===== src/rtl/id_branch_hazard_ctrl.sv =====
`default_nettype none
// ============================================================================
// Module  : id_branch_hazard_ctrl
// Brief   : SPARC v8 decode-stage CTI resolution, 1-cycle hazard stall,
//           delay-slot annul, saturating event counters, sticky DCTI flag.
// Revision: 1.0
// ============================================================================
module id_branch_hazard_ctrl #(
    parameter int CNT_W = 16
) (
    input  logic             clk,
    input  logic             R,
    input  logic [31:0]      instr_id,
    input  logic [31:0]      pc_id,
    input  logic [3:0]       icc,
    input  logic             ex_setcc,
    input  logic             ex_load,
    input  logic [4:0]       ex_rd,
    input  logic             ex_jmpl,
    output logic [1:0]       pc_sel,
    output logic             fetch_le,
    output logic             ifid_le,
    output logic             ifid_clear,
    output logic             idex_bubble,
    output logic [31:0]      ta,
    output logic             taken,
    output logic             annul,
    output logic [CNT_W-1:0] stall_cnt,
    output logic [CNT_W-1:0] annul_cnt,
    output logic             dcti_err
);

    typedef enum logic [0:0] {
        ST_RUN  = 1'b0,
        ST_HOLD = 1'b1
    } state_t;

    localparam logic [CNT_W-1:0] C_CNT_MAX = '1;
    localparam logic [CNT_W-1:0] C_CNT_ONE = {{(CNT_W-1){1'b0}}, 1'b1};

    state_t           r_state;
    state_t           w_state_next;
    logic             r_ds_flag;
    logic             r_dcti_err;
    logic [CNT_W-1:0] r_stall_cnt;
    logic [CNT_W-1:0] r_annul_cnt;

    logic             w_ds_next;
    logic             w_dcti_set;
    logic             w_stall_inc;
    logic             w_annul_inc;

    // Instruction field decode
    logic [1:0] w_op;
    logic [3:0] w_cond;
    logic [4:0] w_rs1;
    logic [4:0] w_rs2;
    logic [4:0] w_rd;
    logic       w_is_bicc;
    logic       w_is_call;
    logic       w_is_cti;
    logic       w_annul_bit;
    logic       w_use_rs1;
    logic       w_use_rs2;
    logic       w_use_rd;

    assign w_op        = instr_id[31:30];
    assign w_cond      = instr_id[28:25];
    assign w_rs1       = instr_id[18:14];
    assign w_rs2       = instr_id[4:0];
    assign w_rd        = instr_id[29:25];
    assign w_annul_bit = instr_id[29];
    assign w_is_bicc   = (w_op == 2'b00) && (instr_id[24:22] == 3'b010);
    assign w_is_call   = (w_op == 2'b01);
    assign w_is_cti    = w_is_bicc | w_is_call;
    assign w_use_rs1   = w_op[1];
    assign w_use_rs2   = w_op[1] & ~instr_id[13];
    assign w_use_rd    = (w_op == 2'b11) && (instr_id[24:21] == 4'b0001);

    // Hazard detection
    logic w_load_use;
    logic w_icc_haz;
    logic w_hazard;

    assign w_load_use = ex_load && (ex_rd != 5'd0) &&
                        ((w_use_rs1 && (w_rs1 == ex_rd)) ||
                         (w_use_rs2 && (w_rs2 == ex_rd)) ||
                         (w_use_rd  && (w_rd  == ex_rd)));
    assign w_icc_haz  = w_is_bicc & ex_setcc;
    assign w_hazard   = w_load_use | w_icc_haz;

    // Branch condition from {N,Z,V,C}; cond[3] inverts the base test
    logic w_cond_base;
    logic w_cond_true;

    always_comb begin
        w_cond_base = 1'b0;
        unique case (w_cond[2:0])
            3'd0: w_cond_base = 1'b0;
            3'd1: w_cond_base = icc[2];
            3'd2: w_cond_base = icc[2] | (icc[3] ^ icc[1]);
            3'd3: w_cond_base = icc[3] ^ icc[1];
            3'd4: w_cond_base = icc[0] | icc[2];
            3'd5: w_cond_base = icc[0];
            3'd6: w_cond_base = icc[3];
            3'd7: w_cond_base = icc[1];
        endcase
        w_cond_true = w_cond[3] ? ~w_cond_base : w_cond_base;
    end

    // Target address
    logic [31:0] w_ta_bicc;
    logic [31:0] w_ta_call;

    assign w_ta_bicc = pc_id + {{8{instr_id[21]}}, instr_id[21:0], 2'b00};
    assign w_ta_call = pc_id + {instr_id[29:0], 2'b00};
    assign ta        = !R ? 32'd0 : (w_is_call ? w_ta_call : w_ta_bicc);

    // Next-state and fetch-control decode; everything idles while in reset
    always_comb begin
        w_state_next = ST_RUN;
        pc_sel       = 2'b00;
        fetch_le     = 1'b1;
        ifid_le      = 1'b1;
        ifid_clear   = 1'b0;
        idex_bubble  = 1'b0;
        taken        = 1'b0;
        annul        = 1'b0;
        w_stall_inc  = 1'b0;
        w_annul_inc  = 1'b0;
        w_ds_next    = 1'b0;
        w_dcti_set   = 1'b0;
        if (R) begin
            if (ex_jmpl) begin
                pc_sel     = 2'b10;
                taken      = 1'b1;
                ifid_clear = 1'b1;
                w_ds_next  = w_is_cti;
                w_dcti_set = w_is_cti;
            end else if ((r_state == ST_RUN) && w_hazard) begin
                // The stalled instruction stays in ID, so its delay-slot status is kept
                fetch_le     = 1'b0;
                ifid_le      = 1'b0;
                idex_bubble  = 1'b1;
                w_stall_inc  = 1'b1;
                w_state_next = ST_HOLD;
                w_ds_next    = r_ds_flag;
                w_dcti_set   = w_is_cti & r_ds_flag;
            end else begin
                w_ds_next = w_is_cti;
                if (w_is_cti && r_ds_flag) begin
                    w_dcti_set = 1'b1;
                end else begin
                    if (w_is_call || (w_is_bicc && w_cond_true)) begin
                        pc_sel = 2'b01;
                        taken  = 1'b1;
                    end
                    if (w_is_bicc && w_annul_bit &&
                        (!w_cond_true || (w_cond == 4'b1000))) begin
                        ifid_clear  = 1'b1;
                        annul       = 1'b1;
                        w_annul_inc = 1'b1;
                    end
                end
            end
        end
    end

    always_ff @(posedge clk or negedge R) begin
        if (!R) begin
            r_state <= ST_RUN;
        end else begin
            r_state <= w_state_next;
        end
    end

    always_ff @(posedge clk or negedge R) begin
        if (!R) begin
            r_ds_flag   <= 1'b0;
            r_dcti_err  <= 1'b0;
            r_stall_cnt <= '0;
            r_annul_cnt <= '0;
        end else begin
            r_ds_flag  <= w_ds_next;
            r_dcti_err <= r_dcti_err | w_dcti_set;
            if (w_stall_inc && (r_stall_cnt != C_CNT_MAX)) begin
                r_stall_cnt <= r_stall_cnt + C_CNT_ONE;
            end
            if (w_annul_inc && (r_annul_cnt != C_CNT_MAX)) begin
                r_annul_cnt <= r_annul_cnt + C_CNT_ONE;
            end
        end
    end

    assign stall_cnt = r_stall_cnt;
    assign annul_cnt = r_annul_cnt;
    assign dcti_err  = r_dcti_err;

endmodule
`default_nettype wire

===== config.mk =====
export PLATFORM = sky130hd
export DESIGN_NAME = id_branch_hazard_ctrl
export DESIGN_NICKNAME = d
export VERILOG_FILES = /design/src/rtl/id_branch_hazard_ctrl.sv
export SDC_FILE = /design/constraint.sdc
export NUM_CORES = 1
export LEC_CHECK = 0
export ABC_AREA = 1
export CAP_MARGIN = 20
export CORE_UTILIZATION = 45
export DETAILED_ROUTE_END_ITERATION = 6
export PLACE_DENSITY = 0.85
export SKIP_LAST_GASP = 1
export SLEW_MARGIN = 20
export SYNTH_ARGS = -nofsm -noshare
export SYNTH_HDL_FRONTEND = slang
export SYNTH_SLANG_ARGS = --single-unit

===== constraint.sdc =====
create_clock -name clk -period 4.4 [get_ports clk]
set_clock_uncertainty 0.05 [all_clocks]
set_input_delay 0.88 -clock clk [delete_from_list [all_inputs] [get_ports clk]]
set_output_delay 0.88 -clock clk [all_outputs]
set_load 0.005 [all_outputs]

==> key figures <==
Run status
  – Run status: finished with violations
  – Violated checks: negative setup slack

Worst setup path
  – Worst-path fanout max: 3
  – Crit path depth: 13
  – Reg2Reg Depth: 11
  – Crit path largest cell delay: 0.57 ns
  – Slowest cell on crit path: clkdlybuf4s50_1
  – Worst Setup End Kind: output pin
  – Worst setup SP type: input pin
  – Critical path type: in2out
  – Crit path arrival time: 3.52 ns
  – CP most frequent cell: nand2_1
  – CP required: 3.47 ns
  – Crit-path cells: clkdlybuf4s50_1 -> ha_1 -> nand2_1 -> nor2_1 -> inv_1 -> nor2_4 -> inv_1 -> o211ai_1 -> nand2_1 -> nand2_1 -> nor2_1 -> nor3b_1 -> clkdlybuf4s50_1
  – Buf/Inv on CP: 4
  – Worst path top cell family by delay: buffers and inverters

Finish
  – Layout Nets: slightly above 1000
  – Layout Utilization: between 70% and 80%
  – Commonest non-fill, non-tap cells in the layout: 166 x nand2_1, 134 x clkdlybuf4s50_1, 84 x buf_4
  – Share of layout cells above drive strength 1: ~18%
  – # fillers: approximately 700
  – Commonest non-fill, non-tap cell in the layout: nand2_1
  – Seq. cell area: ~900 sq um
  – Layout overhead on the synthesized area: 62.39%
  – Multi-input gate area: 3366 sq um

Route
  – Vias per cell: around 5.4
  – Via count: 5609
  – Initial DRT Pass Iterations: 5
  – 1st-iter DRT viols: 326
  – Detailed Route WL: roughly 16000 um
  – # DRC: 0
  – Antenna Nets Post-Route: 0
  – Wire per inst: 14.96 um

Logic synthesis
  – EDFF count, synth: 0
  – Flops & latches, synth: 35
  – Top_reg_cell synth: dfrtp_1
  – Unique masters post-synth: 46
  – Share of the synthesized area in the top cell type: 20.43%
  – Avg Synthesized Cell Area: ~6.3 sq um
  – Seq/Total Area, Yosys: 20.43%
  – Area leader, netlist: dfrtp_1
  – Synth top area cells: dfrtp_1 20%, nand2_1 15%, ha_1 9.0%, inv_1 7.2%, nor2_1 6.9%
  – Fraction of registers with async set/reset: 100.0%
  – Cells after synthesis: between 600 and 700
  – Mapped Area: roughly 4300 sq um
  – Mapped Nets: around 790
  – YS warnings: 0

Placement
  – GPL Wtd Cong: 0.9545
  – DPL Wire Length: 12090 um
  – Worst slack, placed: -0.3167 ns
  – IO Port Bufs: 150

STA
  – Rel. slew slack: 63.15%
  – Min Tclk post-route: about 4.4 ns
  – Endpoints failing setup: 1
  – Hold Fails Final Rpt: 0
  – Slew Viols, Final: 0
  – Worst hold slack: 0.4722 ns
  – Final worst setup slack: -0.04788 ns
  – RSZ-0062 raised after global routing: true
  – F_max: about 220 MHz
  – Fin crit share: 101.1%
  – Worst-Margin Slew: 0.5521 ns

Floorplan
  – Die H: 99.62 um
  – Core footprint: 9240 sq um
  – Die width: 99.62 um
  – Floorplan row count: 35
  – I/O pins: ~150
  – Initial Util: 46.40%
  – Die ar.: 9923 sq um

Pwr
  – P per Cell Area: ~190 nW/um^2
  – P_leak: around 3.3 nW
  – Max VDD drop: 0.1897 mV
  – Total power: 1.308 mW

CTS
  – Max clock buf depth: 2
  – H-tree depth: 2
  – Clock transition at path regs: 0.07 ns
  – CTS Root Cell: clkbuf_8
  – Total CTS buffers: 5
  – CTS tree: done
  – Clock Latency Late Sink: between 0.2 and 0.3 ns
  – Cts hold-fix bufs: 0
  – TritonCTS sink count: 35

Global route
  – Vias in the first global route: 5162
  – Initial antenna violation count: 1
  – GRT Total Usage: 30.53%
  – First-pass GRT wire length: 24380 um
  – Remaining global-route overflow: 0
  – Largest net degree at the start of global routing: 41

Min path
  – Hold Crit Class: reg2reg
  – Min-Delay Path Depth: 2

Flow run
  – Max_cap viols: 0
==> worst reg2reg max path: cells and delay by family (launching register included) <==
family | cells | cell delay (ns)
adder cells (fa/ha/maj) | 1 | 0.27
buffers and inverters | 1 | 0.09
flip-flops | 1 | 0.45
AND/OR/NAND/NOR | 9 | 1.22
==> state kept, by name (all words and copies together), names as in the netlist <==
signal / cells
annul_cnt: 16
dcti_err: 1
r_ds_flag: 1
r_state: 1
stall_cnt: 16
==> metal layers <==
| metal | global-route usage (%) | up-vias | wire, um |
|---|---|---|---|
| met5 | 0 | - | 0 |
| met3 | 3.584 | 39 | 1054 |
| li1 | - | 2737 | - |
| met4 | 9.615 | 0 | 484 |
| met2 | 50.85 | 250 | 7474 |
| met1 | 41.34 | 2583 | 6648 |
==> final cells by class <==
type / instances / share of cell area, %
Clock buffer: 6 / 1.186
Clock inverter: 1 / 0.07188
Timing Repair Buffer: 234 / 30.66
Multi-Input combinational cell: 552 / 48.34
Tap cell: 129 / 2.318
Sequential cell: 35 / 12.58
Antenna cell: 1 / 0.03594
Inverter: 89 / 4.816
==> cell usage after synthesis (all sizes together) (6+ instances only) <==
library cell / count
nand3: 34
nor4: 6
xnor2: 12
nand2: 174
nor3: 18
ha: 31
nand4: 24
inv: 88
dfrtp: 35
o21ai: 58
nor2: 83
xor2: 28
a21oi: 56
==> timing repair <==
item / CTS / global route
buffers inserted: 4 / 5
gates resized for setup: 49 / 41
endpoints found under the setup margin: 15 / 18
pin swaps: 6 / 9
==> path summary, 6_finish.rpt <==
kind / from / endpoint / slack [ns]
setup / recovery: instr_id[18] / ta[27] / -0.05
hold / removal: stall_cnt[15] / stall_cnt[15] / 0.47
setup reg to reg: annul_cnt[0] / annul_cnt[10] / 2.20
hold reg to reg: stall_cnt[15] / stall_cnt[15] / 0.47
max in group asynchronous: R / stall_cnt[3] / 2.94
min in group asynchronous: R / annul_cnt[12] / 0.58
==> power by group <==
group / switching (mW) / internal (mW) / leakage [nW]
registers: 0.0218 / 0.337 / 0.450
clock network: 0.119 / 0.123 / 0.0471
logic: 0.338 / 0.370 / 2.80
total: 0.478 / 0.830 / 3.29
==> through the flow <==
stage	area, sq um	TNS [ns]	std cells
final	6963	-0.04788	1047
after CTS	6766	-0.1072	1041
after detailed placement	6466	-2.619	1030
after global placement	6466	-1.983	1030
after global routing	6963	-0.3016	1047
after floorplan	4288	0	684
==> kinds of logic (layout without fill, tap and decap cells) <==
kind of cell / count (synthesis) / count (layout) / synth area share, %
xor gates and xnor gates: 40 / 40 / 8.346
buffers and inverters: 97 / 330 / 8.812
AOI/OAI and AO/OA: 132 / 132 / 16.78
and+or+nand+nor: 348 / 348 / 36.12
DFF: 35 / 35 / 20.43
adders and majority gates: 32 / 32 / 9.513
other: 0 / 1 / 0
No activity file was read; power rests on OpenSTA's default activity.
